--- src/rtl/mips_mon_pkg.sv ---
// Shared types and defaults for the run-completion monitor and the pipeline top.
package mips_mon_pkg;

    // Monitor FSM states; encoding is visible on the state output.
    typedef enum logic [1:0] {
        RUN   = 2'd0,
        DRAIN = 2'd1,
        DONE  = 2'd2,
        TMO   = 2'd3
    } mon_state_e;

    localparam int DEF_PC_W       = 32;
    localparam int DEF_PIPE_DEPTH = 5;
    localparam int DEF_CNT_W      = 32;

endpackage

--- src/rtl/run_completion_monitor_if.sv ---
// Pipeline-to-monitor signal bundle: fetch/hazard/retire observations in,
// completion status and counters out.
interface run_completion_monitor_if #(
    parameter int PC_W  = 32,
    parameter int CNT_W = 32
);
    logic             if_valid_x70;
    logic [PC_W-1:0]  if_pc_x70;
    logic             stall_x70;
    logic             flush_x70;
    logic             wb_retire_x70;
    logic             finished_x70;
    logic             timeout_x70;
    logic [1:0]       state_x70;
    logic [CNT_W-1:0] cycle_count_x70;
    logic [CNT_W-1:0] retire_count_x70;

    // Core / bench side: drives pipeline events, observes status.
    modport master (
        output if_valid_x70, if_pc_x70, stall_x70, flush_x70, wb_retire_x70,
        input  finished_x70, timeout_x70, state_x70, cycle_count_x70, retire_count_x70
    );

    // Monitor side.
    modport slave (
        input  if_valid_x70, if_pc_x70, stall_x70, flush_x70, wb_retire_x70,
        output finished_x70, timeout_x70, state_x70, cycle_count_x70, retire_count_x70
    );
endinterface

--- src/rtl/run_completion_monitor_sat_counter.sv ---
// Saturating up-counter: counts enabled cycles, sticks at all-ones.
module sat_counter #(
    parameter int W = 32
) (
    input  logic         clk,
    input  logic         rst_n,
    input  logic         en,
    output logic [W-1:0] cnt
);

    // Increment when enabled unless already at the top value.
    always_ff @(posedge clk or negedge rst_n) begin
        if (!rst_n)
            cnt <= '0;
        else if (en && (cnt != '1))
            cnt <= cnt + W'(1);
    end

endmodule

--- src/rtl/run_completion_monitor.sv ---
// Completion monitor for the 5-stage core: raises finished once the last
// program instruction has drained through WB, or timeout if the cycle
// budget runs out first.
module run_completion_monitor
    import mips_mon_pkg::*;
#(
    parameter int              PC_W       = DEF_PC_W,
    parameter logic [PC_W-1:0] END_PC     = PC_W'('h3C),
    parameter int              PIPE_DEPTH = DEF_PIPE_DEPTH,
    parameter int              CNT_W      = DEF_CNT_W,
    parameter int              MAX_CYCLES = 100000
) (
    input logic                     clk_x70,
    input logic                     rst_n_x70,
    run_completion_monitor_if.slave bus
);

    localparam int              DW         = $clog2(PIPE_DEPTH);
    localparam logic [DW-1:0]   DRAIN_LOAD = DW'(PIPE_DEPTH - 1);
    localparam logic [CNT_W-1:0] TMO_AT    = CNT_W'(MAX_CYCLES - 1);

    if (PIPE_DEPTH < 2) begin : g_bad_depth
        $error("run_completion_monitor: PIPE_DEPTH must be >= 2");
    end

    mon_state_e    state, state_nx;
    logic [DW-1:0] drain_cnt, drain_nx;
    logic          finished_q, timeout_q;
    logic          end_fetch, tmo_hit, counting;
    logic [CNT_W-1:0] cycle_cnt;

    assign end_fetch = bus.if_valid_x70 && !bus.stall_x70 && !bus.flush_x70 &&
                       (bus.if_pc_x70 == END_PC);
    assign counting  = (state == RUN) || (state == DRAIN);
    assign tmo_hit   = counting && (cycle_cnt == TMO_AT);

    // Next state and drain countdown; timeout outranks every other move.
    always_comb begin
        state_nx = state;
        drain_nx = drain_cnt;
        unique case (state)
            RUN: begin
                if (tmo_hit) begin
                    state_nx = TMO;
                end else if (end_fetch) begin
                    state_nx = DRAIN;
                    drain_nx = DRAIN_LOAD;
                end
            end
            DRAIN: begin
                if (tmo_hit) begin
                    state_nx = TMO;
                end else if (bus.flush_x70) begin
                    // The end fetch was wrong-path; wait for the real one.
                    state_nx = RUN;
                    drain_nx = '0;
                end else if (!bus.stall_x70) begin
                    if (drain_cnt == DW'(1)) begin
                        state_nx = DONE;
                        drain_nx = '0;
                    end else begin
                        drain_nx = drain_cnt - DW'(1);
                    end
                end
            end
            default: ;  // DONE and TMO hold until reset
        endcase
    end

    // State, countdown and sticky flags; flags track entry into the final states.
    always_ff @(posedge clk_x70 or negedge rst_n_x70) begin
        if (!rst_n_x70) begin
            state      <= RUN;
            drain_cnt  <= '0;
            finished_q <= 1'b0;
            timeout_q  <= 1'b0;
        end else begin
            state      <= state_nx;
            drain_cnt  <= drain_nx;
            finished_q <= (state_nx == DONE);
            timeout_q  <= (state_nx == TMO);
        end
    end

    // Cycles spent monitoring; freezes once DONE or TMO is reached.
    sat_counter #(.W(CNT_W)) u_cycle_cnt (
        .clk   (clk_x70),
        .rst_n (rst_n_x70),
        .en    (counting),
        .cnt   (cycle_cnt)
    );

    // Retired instructions while monitoring.
    sat_counter #(.W(CNT_W)) u_retire_cnt (
        .clk   (clk_x70),
        .rst_n (rst_n_x70),
        .en    (counting && bus.wb_retire_x70),
        .cnt   (bus.retire_count_x70)
    );

    assign bus.cycle_count_x70 = cycle_cnt;
    assign bus.finished_x70    = finished_q;
    assign bus.timeout_x70     = timeout_q;
    assign bus.state_x70       = state;

endmodule

--- src/flat_wrapper.sv ---
// flat-port wrapper written by rule: the top's interface ports become plain ports
module run_completion_monitor_flat import mips_mon_pkg::*;
#(
    parameter int              PC_W       = DEF_PC_W,
    parameter logic [PC_W-1:0] END_PC     = PC_W'('h3C),
    parameter int              PIPE_DEPTH = DEF_PIPE_DEPTH,
    parameter int              CNT_W      = DEF_CNT_W,
    parameter int              MAX_CYCLES = 100000
)
  (clk_x70, rst_n_x70, bus_if_valid_x70, bus_if_pc_x70, bus_stall_x70, bus_flush_x70, bus_wb_retire_x70, bus_finished_x70, bus_timeout_x70, bus_state_x70, bus_cycle_count_x70, bus_retire_count_x70);
  run_completion_monitor_if #(.PC_W(PC_W), .CNT_W(CNT_W)) bus_i ();
  input logic clk_x70;
  input logic rst_n_x70;
  input wire logic [$bits(bus_i.if_valid_x70)-1:0] bus_if_valid_x70;
  input wire logic [$bits(bus_i.if_pc_x70)-1:0] bus_if_pc_x70;
  input wire logic [$bits(bus_i.stall_x70)-1:0] bus_stall_x70;
  input wire logic [$bits(bus_i.flush_x70)-1:0] bus_flush_x70;
  input wire logic [$bits(bus_i.wb_retire_x70)-1:0] bus_wb_retire_x70;
  output wire logic [$bits(bus_i.finished_x70)-1:0] bus_finished_x70;
  output wire logic [$bits(bus_i.timeout_x70)-1:0] bus_timeout_x70;
  output wire logic [$bits(bus_i.state_x70)-1:0] bus_state_x70;
  output wire logic [$bits(bus_i.cycle_count_x70)-1:0] bus_cycle_count_x70;
  output wire logic [$bits(bus_i.retire_count_x70)-1:0] bus_retire_count_x70;
  assign bus_i.if_valid_x70 = bus_if_valid_x70;
  assign bus_i.if_pc_x70 = bus_if_pc_x70;
  assign bus_i.stall_x70 = bus_stall_x70;
  assign bus_i.flush_x70 = bus_flush_x70;
  assign bus_i.wb_retire_x70 = bus_wb_retire_x70;
  assign bus_finished_x70 = bus_i.finished_x70;
  assign bus_timeout_x70 = bus_i.timeout_x70;
  assign bus_state_x70 = bus_i.state_x70;
  assign bus_cycle_count_x70 = bus_i.cycle_count_x70;
  assign bus_retire_count_x70 = bus_i.retire_count_x70;
  run_completion_monitor #(.PC_W(PC_W), .END_PC(END_PC), .PIPE_DEPTH(PIPE_DEPTH), .CNT_W(CNT_W), .MAX_CYCLES(MAX_CYCLES)) u_core (.clk_x70(clk_x70), .rst_n_x70(rst_n_x70), .bus(bus_i));
endmodule
--- config.mk ---
export PLATFORM = sky130hd
export DESIGN_NAME = run_completion_monitor_flat
export DESIGN_NICKNAME = d
export VERILOG_FILES = /design/src/rtl/mips_mon_pkg.sv /design/src/rtl/run_completion_monitor_if.sv /design/src/rtl/run_completion_monitor_sat_counter.sv /design/src/rtl/run_completion_monitor.sv /design/src/flat_wrapper.sv
export SDC_FILE = /design/constraint.sdc
export NUM_CORES = 1
export LEC_CHECK = 0
export ABC_AREA = 1
export BUFFER_PORTS_ARGS = -buffer_cell sky130_fd_sc_hd__buf_2
export CORE_MARGIN = 5
export CORE_UTILIZATION = 27
export CTS_BUF_LIST = sky130_fd_sc_hd__clkbuf_16
export CTS_CLUSTER_DIAMETER = 60
export DETAILED_ROUTE_END_ITERATION = 10
export GPL_TIMING_DRIVEN = 1
export HOLD_SLACK_MARGIN = 0.05
export PLACE_DENSITY = 0.52
export SLEW_MARGIN = 40
export SYNTH_ARGS = -nofsm -noshare
export SYNTH_HDL_FRONTEND = slang
export SYNTH_SLANG_ARGS = --single-unit
--- constraint.sdc ---
create_clock -name clk_x70 -period 2.58 [get_ports clk_x70]
set_clock_uncertainty 0.1 [all_clocks]
set_input_delay 0.516 -clock clk_x70 [delete_from_list [all_inputs] [get_ports clk_x70]]
set_output_delay 0.516 -clock clk_x70 [all_outputs]
set_load 0.05 [all_outputs]
==> out/metrics.yaml <==
place:
  place_area_um2: 5690
  dp_hpwl_um: 12000
  place.gp.congestion: 0.889
  io_buffers: 105
cts:
  cts_resized: 0
  cts_root_buffer: "clkbuf_16"
  cts.sinks: 71
  ctsHtreeMaxLevel: 3
  clkLatencyLatePin_ps: 340
  cts_buffers: 9
  cts_tree: "built"
  cts.clk_slew.worst_paths_ps: 60
  cts_hold_buf: 0
  cts_setup_buffers: 0
  clk_path_buf_depth: 2
power_and_ir_drop:
  max-vdd-ir-drop_v: 0.000387
  total_power_w: 0.00358
  power_density_nw_per_um2: 591
  leakage_nw: 2.90
cells_and_area:
  design_area_um2: 6060
  utilization_pct: 33.8
  areaGrowthSynthToFinish_pct: 23.9
  post_route_cells_drive_above_1_share_pct: 19.8
  num_antenna_cells: 0
  nNetsFinal: 895
worst_setup_path:
  arrival_ps: 2140
  required_ps: 2710
  crit_path_end_kind: "flip-flop"
  critPathKind: "flip-flop to flip-flop"
  cp-start-kind: "flip-flop"
  crit_fanout: 25
drt:
  ant_nets: 0
  drt_iter0_drc: 329
  avgViaCountPerCell: 4.50
  drtPass1Iterations: 5
  drt_wl_total_um: 15200
  wire_per_inst_um: 14.0
  vias: 4894
  drc_errors: 0
sta:
  drv_slew: 0
  relSlewSlack_pct: 63.5
  worst-slew-pin-transition_ps: 547
  whs_ps: 43.0
  rsz0062_at_grt: "false"
  tns_ps: 0
  hold_viol: 0
  min_period_ps: 2000
  max_freq_mhz: 499
  finalSetupViolCount: 0
  period_share_pct: 77.7
synthesis:
  synth_cells: 741
  synth.distinct_cells: 29
  post_synth.cell_area_avg_um2: 6.60
  synth.most_common_cell: "nand2_1"
  syn-cell-area_um2: 4890
  dominantRegCellSynth: "dfrtp_1"
  ys_async_sr_fraction_pct: 100
  ys_ff_latch: 71
  synth_enable_flop_cells: 0
  synth_commonest_cells: "nand2_1 (283), nor2_1 (113), inv_1 (75), dfrtp_1 (71), nand3_1 (38)"
  synth_largest_area_cell: "dfrtp_1"
  synth_warnings: 0
  synth_top_area_share_pct: 36.3
  ys_top_cells_by_area: "dfrtp_1 (36%), nand2_1 (22%), nor2_1 (8.7%), inv_1 (5.8%), nand3_1 (3.9%)"
  ys_seq_area_share_pct: 36.3
  syn_nets: 783
grt:
  track_usage_pct: 14.5
  grt_pass1_wl_um: 23700
  grt_max_degree: 42
  grt_pass1_vias: 4553
  grt_antenna_before_repair: 0
  grt_overflow_total: 0
floorplan:
  die_y_um: 145
  core_region_area_um2: 17900
  start_util_pct: 27.3
  num_io_pins: 106
  num_rows: 49
  die_area_um2: 20900
  die_w_um: 145
outcome:
  run_status: "finished clean"
hold_path:
  hp-class: "primary input to asynchronous set/reset pin"
run:
  cap_violations: 0
state kept, by name, indices dropped and copies added, names as in the netlist, named ones only:
signal / flops
u_core.bus.state_x70: 1
u_core.bus.timeout_x70: 1
u_core.u_retire_cnt.cnt: 32
u_core.bus.finished_x70: 1
u_core.drain_cnt: 3
u_core.u_cycle_cnt.cnt: 32
per-layer routing:
| metal | global-route usage (%) | share of wire (%) | wire (um) | vias up |
|---|---|---|---|---|
| li1 | - | - | - | 2528 |
| met1 | 18.9 | 46 | 6920 | 2215 |
| met2 | 24.3 | 48 | 7220 | 135 |
| met3 | 3.17 | 5.5 | 830 | 16 |
| met4 | 4.07 | 1.5 | 226 | 0 |
| met5 | 0 | 0 | 0 | - |
cell usage in the layout, fill, tap and decap left out, types with 8 or more instances in the layout:
cell type  Yosys  layout
nand3_1       38      38
buf_2          4     104
o21ai_0       10      10
o21ai_1       25      25
nand4_1        8       8
nand2_1      283     283
inv_1         75      75
nor2_1       113     113
nor3_1        22      22
clkbuf_16      0       9
o21ai_2       11      11
xor2_1        21      21
dfrtp_1       71      71
stage by stage:
stage          setup slack, ps  std cells
5_1_grt                    378       1087
2_1_floorplan              460        741
6_report                   576       1087
4_1_cts                    568       1087
3_5_place_dp               579       1071
3_3_place_gp               629       1071
critical path: stages, from the launching register on:
cell     delay (ps)
dfrtp_1         420
ha_1            260
nand3_1         200
inv_1           120
nand2_2          80
nor2_4          120
nand2_1          70
nand2_2          70
inv_2           110
buf_12          180
nand2_1          90
o21ai_2          50
cells by family (layout without fill, tap and decap cells):
group                    Yosys count  in the layout  synth area share (%)
adder cells (fa/ha/maj)            4              4                  1.02
buffers and inverters             92            209                  8.42
XOR/XNOR                          29             29                  5.35
AND/OR/NAND/NOR                  496            496                  42.9
AO/OA/AOI/OAI                     49             49                  5.99
flip-flops                        71             71                  36.3
layout make-up:
class                           instances  area (um^2)
Multi-Input combinational cell        578         2700
Timing Repair Buffer                  112          618
Fill cell                            1984        11800
Clock inverter                          7          145
Inverter                               81          304
Tap cell                              229          287
Clock buffer                            9          225
Sequential cell                        71         1780
worst paths after layout:
check | slack [ps] | to | start | cells past startpoint
max | 580 | u_core.u_retire_cnt.cnt[17]$_DFFE_PN0P_ | u_core.u_retire_cnt.cnt[0]$_DFFE_PN0P_ | 11
min | 40 | u_core.u_retire_cnt.cnt[21]$_DFFE_PN0P_ | rst_n_x70 | 1
max reg2reg | 580 | u_core.u_retire_cnt.cnt[17]$_DFFE_PN0P_ | u_core.u_retire_cnt.cnt[0]$_DFFE_PN0P_ | 11
min reg2reg | 380 | u_core.drain_cnt[1]$_DFFE_PN0P_ | u_core.drain_cnt[1]$_DFFE_PN0P_ | 2
max in group asynchronous | 1770 | u_core.u_cycle_cnt.cnt[29]$_DFFE_PN0P_ | rst_n_x70 | 2
min in group clk_x70 | 380 | u_core.drain_cnt[1]$_DFFE_PN0P_ | u_core.drain_cnt[1]$_DFFE_PN0P_ | 2
report_power, final:
| part | switching [W] | internal (W) | leakage [nW] |
|---|---|---|---|
| clock | 0.000527 | 0.00105 | 0.176 |
| combinational | 0.000525 | 0.000184 | 1.77 |
| sequential | 0.000110 | 0.00119 | 0.949 |
| total | 0.00116 | 0.00242 | 2.90 |
Power figures use the tool's default switching activity.
